File: src/rtl/serdes_crypt_pkg.sv
// Shared types for the serial crypt core: FSM state encoding and combine-mode encodings.
package serdes_crypt_pkg;

    typedef enum logic [1:0] {
        IDLE      = 2'd0,
        SHIFT_IN  = 2'd1,
        COMPUTE   = 2'd2,
        SHIFT_OUT = 2'd3
    } state_e;

    localparam logic MODE_XOR = 1'b0;
    localparam logic MODE_ADD = 1'b1;

endpackage

File: src/rtl/serdes_shreg.sv
// WIDTH-bit left-shifting register with parallel load (load wins over shift) and an MSB tap.
import serdes_crypt_pkg::*;

module serdes_shreg #(
    parameter int WIDTH = 8
) (
    input  logic             clk,
    input  logic             rst_n,
    input  logic             load,
    input  logic [WIDTH-1:0] load_val,
    input  logic             shift_en,
    input  logic             shift_in,
    output logic [WIDTH-1:0] q,
    output logic             msb
);

    always_ff @(posedge clk or negedge rst_n) begin
        if (!rst_n) begin
            q <= '0;
        end else if (load) begin
            q <= load_val;
        end else if (shift_en) begin
            q <= {q[WIDTH-2:0], shift_in};
        end
    end

    assign msb = q[WIDTH-1];

endmodule

File: src/rtl/serdes_crypt_core.sv
// Serial-in / serial-out word combiner: shifts in plaintext and key, combines them, shifts the result out.
// Define SERDES_CRYPT_ADD_EN to compile in the modular-add path selected by mode; otherwise XOR only.
import serdes_crypt_pkg::*;

module serdes_crypt_core #(
    parameter int WIDTH = 8
) (
    input  logic             clk,
    input  logic             rst_n,
    input  logic             ena,
    input  logic             start,
    input  logic             a_bit,
    input  logic             b_bit,
    input  logic             mode,
    output logic [WIDTH-1:0] cipher_par,
    output logic             ser_out,
    output logic             ser_valid,
    output logic             busy,
    output logic             done
);

    localparam int CNT_W = $clog2(WIDTH + 1);
    localparam logic [CNT_W-1:0] LAST = CNT_W'(WIDTH - 1);

    state_e           state;
    logic [CNT_W-1:0] cnt;
    logic [WIDTH-1:0] a_q;
    logic [WIDTH-1:0] b_q;
    logic [WIDTH-1:0] result;
    logic [WIDTH-1:0] unused_out_word;
    logic             unused_a_msb;
    logic             unused_b_msb;
    logic             out_msb;
    logic             take_start;
    logic             in_shift;
    logic             in_compute;
    logic             out_shift;

    assign take_start = ena && (state == IDLE) && start;
    assign in_shift   = ena && (state == SHIFT_IN);
    assign in_compute = ena && (state == COMPUTE);
    assign out_shift  = ena && (state == SHIFT_OUT);

    // Operand registers are cleared at start so every word begins from a known value.
    serdes_shreg #(.WIDTH(WIDTH)) u_a_reg (
        .clk      (clk),
        .rst_n    (rst_n),
        .load     (take_start),
        .load_val ('0),
        .shift_en (in_shift),
        .shift_in (a_bit),
        .q        (a_q),
        .msb      (unused_a_msb)
    );

    serdes_shreg #(.WIDTH(WIDTH)) u_b_reg (
        .clk      (clk),
        .rst_n    (rst_n),
        .load     (take_start),
        .load_val ('0),
        .shift_en (in_shift),
        .shift_in (b_bit),
        .q        (b_q),
        .msb      (unused_b_msb)
    );

    // Separate copy for serialisation so cipher_par stays stable while bits go out.
    serdes_shreg #(.WIDTH(WIDTH)) u_out_reg (
        .clk      (clk),
        .rst_n    (rst_n),
        .load     (in_compute),
        .load_val (result),
        .shift_en (out_shift),
        .shift_in (1'b0),
        .q        (unused_out_word),
        .msb      (out_msb)
    );

`ifdef SERDES_CRYPT_ADD_EN
    always_comb begin
        result = a_q ^ b_q;
        if (mode == MODE_ADD) begin
            result = a_q + b_q;
        end
    end
`else
    logic unused_mode;
    assign unused_mode = mode;

    always_comb begin
        result = a_q ^ b_q;
    end
`endif

    always_ff @(posedge clk or negedge rst_n) begin
        if (!rst_n) begin
            state      <= IDLE;
            cnt        <= '0;
            cipher_par <= '0;
            done       <= 1'b0;
        end else if (ena) begin
            done <= 1'b0;
            case (state)
                IDLE: begin
                    if (start) begin
                        state <= SHIFT_IN;
                        cnt   <= '0;
                    end
                end
                SHIFT_IN: begin
                    if (cnt == LAST) begin
                        state <= COMPUTE;
                        cnt   <= '0;
                    end else begin
                        cnt <= cnt + 1'b1;
                    end
                end
                COMPUTE: begin
                    cipher_par <= result;
                    done       <= 1'b1;
                    state      <= SHIFT_OUT;
                end
                SHIFT_OUT: begin
                    if (cnt == LAST) begin
                        state <= IDLE;
                        cnt   <= '0;
                    end else begin
                        cnt <= cnt + 1'b1;
                    end
                end
                default: begin
                    state <= IDLE;
                    cnt   <= '0;
                end
            endcase
        end
    end

    assign busy      = (state != IDLE);
    assign ser_valid = (state == SHIFT_OUT);
    assign ser_out   = ser_valid & out_msb;

endmodule

File: config.mk
export PLATFORM = sky130hd
export DESIGN_NAME = serdes_crypt_core
export DESIGN_NICKNAME = d
export VERILOG_FILES = /design/src/rtl/serdes_crypt_pkg.sv /design/src/rtl/serdes_shreg.sv /design/src/rtl/serdes_crypt_core.sv
export SDC_FILE = /design/constraint.sdc
export NUM_CORES = 1
export LEC_CHECK = 0
export CAP_MARGIN = 10
export CORE_AREA = 4 4 69 71
export CTS_CLUSTER_SIZE = 25
export DETAILED_ROUTE_END_ITERATION = 16
export DIE_AREA = 0 0 73 75
export PLACE_DENSITY = 0.68
export SLEW_MARGIN = 20
export SYNTH_ARGS = -nofsm -noshare
export SYNTH_HDL_FRONTEND = slang
export SYNTH_SLANG_ARGS = --single-unit
File: constraint.sdc
create_clock -name clk -period 2.3 [get_ports clk]
set_clock_uncertainty 0.15 [all_clocks]
set_input_delay 0.575 -clock clk [delete_from_list [all_inputs] [get_ports clk]]
set_output_delay 0.575 -clock clk [all_outputs]
set_load 0.02 [all_outputs]
==> run summary, run 1 <==
Status: completed
Setup TNS: 0 ns
Final #Nets: 234
CP required: 1.57 ns
Internal power: 1.960 mW
Power density cells: 1391 nW/um^2
Largest net degree at the start of global routing: 21
Worst path slowest cell: dfrtp_1
Clock power share: 15.3%
Sw power: 1.282 mW
First DRT Iteration DRCs: 68
Die area: 5475 sq um
Post-DP HPWL: 2.588 mm
Die X: 73 um
IO Pins: 19
Flops & latches, synth: 39
GPL Wtd Cong: 0.6953
Register area share after synthesis: 48.93%
Chip height: 75 um
Synth top area cells: dfrtp_1 49%, nor2_1 6.0%, nand4_1 5.3%, ha_1 5.0%, o21ai_2 4.4%
Post-synth top area share: 48.93%
Via count: 1399
Critical-path cell list: inv_1 > ha_1 > inv_1 > dlygate4sd2_1
Setup crit end kind: output port
Share of cells above drive strength 1: 17.27%
Tmin final: 2.146 ns
Total power: 3.243 mW
DRT Wirelength: 3.517 mm
Synth Cell Area: 1994 sq um
Initial Utilization: 47.10%
Reg power frac: 38.8%
Overflow left after global routing: 0
Htree depth: 2
Gr usage total: 14.74%
TritonCTS buffer count: 5
Most frequent cells in the layout: 39 x dfrtp_1, 32 x nor2_1, 23 x inv_1
Syn Inst Count: 197
Final Setup Violations: 0
Port Buffer Count: 17
Distinct cells, synth: 38
Headroom to the max-slew limit: 68.21%
Syn nets: 212
DRT Pass-1 Iters: 4
CORE AREA: 4234 sq um
Leakage: 1.122 nW
Routed WL per cell: 12.93 um
WP data arrival: 1.42 ns
Drt drc: 0
Vias in the first global route: 1412
Final period util: 93.29%
Rows: 24
CP Class: reg -> out
First-pass GRT wire length: 6.292 mm
Maximum Capacitance Violations: 0
Root Driver: clkbuf_8
CP most frequent cell: inv_1
Initial antenna violation count: 0
Max stage delay on crit path: 0.43 ns
CP max FO: 5
Synthesized area per cell: 10.12 sq um
Worst-Margin Slew: 0.4768 ns
Commonest non-fill, non-tap cell in the layout: dfrtp_1
Slew Viols, Final: 0
Combinational power share: 45.9%
Routed Antenna Nets: 0
Crit-path leading delay family: buffers and inverters
TritonCTS clock tree: built
RSZ-0062 raised after global routing: no
Peak VDD IR: 0.5151 mV
Synth Warn #: 0
Via density: 5.143
Sw frac: 39.55%
CTS Hold Bufs: 0
Fmax: 0.4661 GHz
Hold Violations, Final: 0
Yosys top cell by area: dfrtp_1
Clock Sinks: 39
Setup slack, reg-to-reg: 0.51 ns
Clock slew seen by the registers of the worst setup and hold paths: 0.07 ns
Layout area overhead: 16.88%
Antenna diodes: 0
Worst path bufs/invs: 3
Hold Crit Class: in -> async
CTS Buffer Depth: 2
Clock latency at the later pin of the worst-skew pair: 0.28 ns
Crit path launch type: flop
sequential cells by signal, indices dropped and copies added, names as in the netlist:
signal,count
state,2
cnt,4
u_a_reg.q,8
cipher_par,8
done,1
u_b_reg.q,8
u_out_reg.q,8
synthesized netlist by cell type (all sizes together):
| library cell | count |
|---|---|
| a32o | 2 |
| nor2 | 32 |
| nand4 | 17 |
| and2 | 3 |
| o221ai | 1 |
| o22ai | 1 |
| xor2 | 7 |
| a21oi | 1 |
| nand2b | 1 |
| o211ai | 2 |
| a21boi | 1 |
| a22o | 1 |
| nand2 | 8 |
| mux2 | 1 |
| nand3b | 1 |
| a31o | 1 |
| inv | 23 |
| or2 | 1 |
| xnor2 | 1 |
| o31ai | 6 |
| dfrtp | 39 |
| ha | 8 |
| buf | 11 |
| and3b | 1 |
| mux2i | 1 |
| o211a | 1 |
| o21ai | 19 |
| a21o | 2 |
| nor2b | 2 |
| nand3 | 2 |
layout make-up:
cell class	instances	area [sq um]
Clock buffer	8	100.1
Fill cell	392	1903
Inverter	23	86.33
Multi-Input combinational cell	124	858.3
Sequential cell	39	975.9
Tap cell	52	65.06
Timing Repair Buffer	26	245.2
power groups by stage:
stage                     logic [mW]  clock network [mW]  registers [mW]
after floorplan                 1.04                   0            1.32
after global placement          1.51                   0            1.27
after detailed placement        1.53                   0            1.28
after CTS                       1.52               0.505            1.27
after global routing            1.68               0.536            1.32
final                           1.49               0.495            1.26
what timing repair did:
item	CTS	global route
setup endpoints to repair	2	1
gates resized for setup	2	1
pin swaps	0	0
cloned	0	0
setup buffers	0	0
routing by layer:
layer	share of wire, %	vias to the layer above	global-route usage, %
met3	3.7	2	5.207
met1	45	672	18.35
met5	0	-	0
met2	51	16	24.83
li1	-	709	-
met4	0.54	0	3.074
worst paths after layout:
path | start | end | cells past startpoint
worst max register to register | state[0] | state[1] | 6
worst min-delay path | rst_n | cipher_par[4] | 1
min in group clk | u_out_reg.q[7] | u_out_reg.q[7] | 2
worst max-delay path | state[0] | busy | 4
worst min register to register | u_out_reg.q[7] | u_out_reg.q[7] | 2
max in group asynchronous | rst_n | u_a_reg.q[7] | 2
cells by family after synthesis:
kind of cell	after synthesis	synth area share, %
compound gates	38	16.31
xor+xnor	8	3.513
fa+ha+maj	8	5.019
buf+inv	34	8.029
flops	39	48.93
mux	2	1.066
simple gates	68	17.13
stage by stage:
stage	hold WS [ns]	instance area (sq um)	cells	setup slack, ns	util, %
global route	0.1099	2331	272	0.04027	55.05
finish	0.08768	2331	272	0.1544	55.05
floorplan	0.1294	1994	197	0.6120	-
global placement	0.3076	2231	264	0.04389	52.69
detailed placement	0.3138	2231	264	0.03656	52.69
CTS	0.1061	2328	272	0.04346	54.99
Note: power is estimated with default switching activity, not from simulation.
==> run 2: changes to the inputs <==
clock period = 2 ns   (was 2.3 ns; I/O delays follow)
==> run 2 against run 1 <==
  * The run now ends with negative hold slack left
  * Hold slack got worse by 0.099 ns
  * Critical endpoint is now cipher_par[0]
  * Largest cell class unchanged
  * Sequential power rose by 14%
  * Via count rose by 1.7%
  * Clock-buffer cell count fell by 1
  * Worst setup slack got worse by 0.066 ns
  * Non-clock buffer count rose by 10
  * Routed wire length rose by 0.63%
  * Register-to-register slack got worse by 0.22 ns
==> run summary, run 2 (same netlist as run 1, synthesis figures left out) <==
Total power: 3.779 mW
RSZ-0062 raised after global routing: no
Hold slack: -0.01140 ns
Clock latency at the later pin of the worst-skew pair: 0.29 ns
GPL Wtd Cong: 0.7178
Fmax: 0.5232 GHz
Slew Viols, Final: 0
IO Pins: 19
Tmin final: 1.911 ns
Worst-Margin Slew: 0.4274 ns
Final #Nets: 244
Drt drc: 0
Die X: 73 um
Via count: 1423
Share of cells above drive strength 1: 21.74%
Final period util: 95.57%
Placed Area: 2318 sq um
TritonCTS buffer count: 5
Vias in the first global route: 1458
Violated checks: negative hold slack
Crit-path leading delay family: buffers and inverters
Setup TNS: 0 ns
CORE AREA: 4234 sq um
Post-DP HPWL: 2.593 mm
CP required: 1.35 ns
First DRT Iteration DRCs: 52
Power density cells: 1585 nW/um^2
Max stage delay on crit path: 0.61 ns
Layout area overhead: 19.57%
Worst path slowest cell: clkdlybuf4s50_1
Port Buffer Count: 17
Hold Crit Class: in -> async
Chip height: 75 um
Reg-to-reg startpoint: state[1]
Commonest non-fill, non-tap cell in the layout: dfrtp_1
Hold Violations, Final: 17
Antenna diodes: 0
Crit path launch type: flop
DRT Pass-1 Iters: 4
Post-route cell area: 2385 sq um
Worst path bufs/invs: 1
DRT Wirelength: 3.539 mm
TritonCTS clock tree: built
Routed WL per cell: 12.55 um
CP max FO: 2
R2R cell count: 6
Clock slew seen by the registers of the worst setup and hold paths: 0.07 ns
Overflow left after global routing: 0
Headroom to the max-slew limit: 71.50%
Largest net degree at the start of global routing: 23
Reg-to-Reg End: cnt[3]
First-pass GRT wire length: 6.520 mm
Root Driver: clkbuf_8
Setup bufs post-CTS: 0
Leakage: 1.147 nW
Via density: 5.046
Setup crit end kind: output port
Setup slack, reg-to-reg: 0.29 ns
Gr usage total: 15.41%
CP Class: reg -> out
Final Setup Violations: 0
Clock Sinks: 39
Maximum Capacitance Violations: 0
Peak VDD IR: 0.5318 mV
Routed Antenna Nets: 0
Most frequent cells in the layout: 39 x dfrtp_1, 32 x nor2_1, 23 x inv_1
Initial Utilization: 47.10%
WP data arrival: 1.26 ns
Htree depth: 2
Pre-CTS setup slack: -0.05959 ns
Fin worst setup slack: 0.08870 ns
Die area: 5475 sq um
CTS Buffer Depth: 2
Rows: 24
Critical-path cell list: clkdlybuf4s50_1
Initial antenna violation count: 0
Status: finished with violations
==> run 2: changes by cell type in the layout (fill, tap and decap cells not counted), sizes merged <==
cell	delta
dlymetal6s2s	-1
buf	+12
dlygate4sd2	-2
clkinv	+1
==> run 2: layer usage <==
layer	global-route usage [%]	wire length, um
met5	0	0
met4	6.762	69
met3	4.005	103
met2	24.43	1682
met1	19.93	1683
==> run 2: area by class of cell <==
class	count	area (sq um)
clock buffers	7	76.32
well taps	52	65.06
fillers	375	1849
inverters	23	86.33
multi-input cells	124	858.3
clock inverters	1	5.005
repair buffers	36	317.8
flip-flops and latches	39	975.9
==> run 2: timing repair <==
item,CTS,global route
hold buffers,0,0
setup endpoints to repair,3,3
gates resized for setup,7,4
==> run 2: worst max path at each step <==
stage,from,to,depth (start not counted)
finish,cipher_par[0],cipher_par[0],1
global route,cipher_par[0],cipher_par[0],1
CTS,state[0],ser_out,3
detailed placement,ena,cipher_par[7],6
global placement,ena,cipher_par[6],6
floorplan,state[0],state[1],5
==> run 2: where the power goes <==
part	internal [mW]	switching [mW]	total (mW)
combinational	0.870	0.961	1.83
sequential	1.16	0.282	1.44
clock	0.245	0.261	0.506
==> run 2: worst register-to-register path, stage by stage, from the launching register on <==
cell	delay (ns)
dfrtp_1	0.39
inv_1	0.07
buf_4	0.14
ha_1	0.17
or2_1	0.32
o211a_1	0.25
o221ai_2	0.14
==> run 2: stage by stage <==
stage	cells	util, %
finish	282	56.32
floorplan	197	-
global route	282	56.32
global placement	274	54.76
CTS	282	56.71
detailed placement	274	54.76
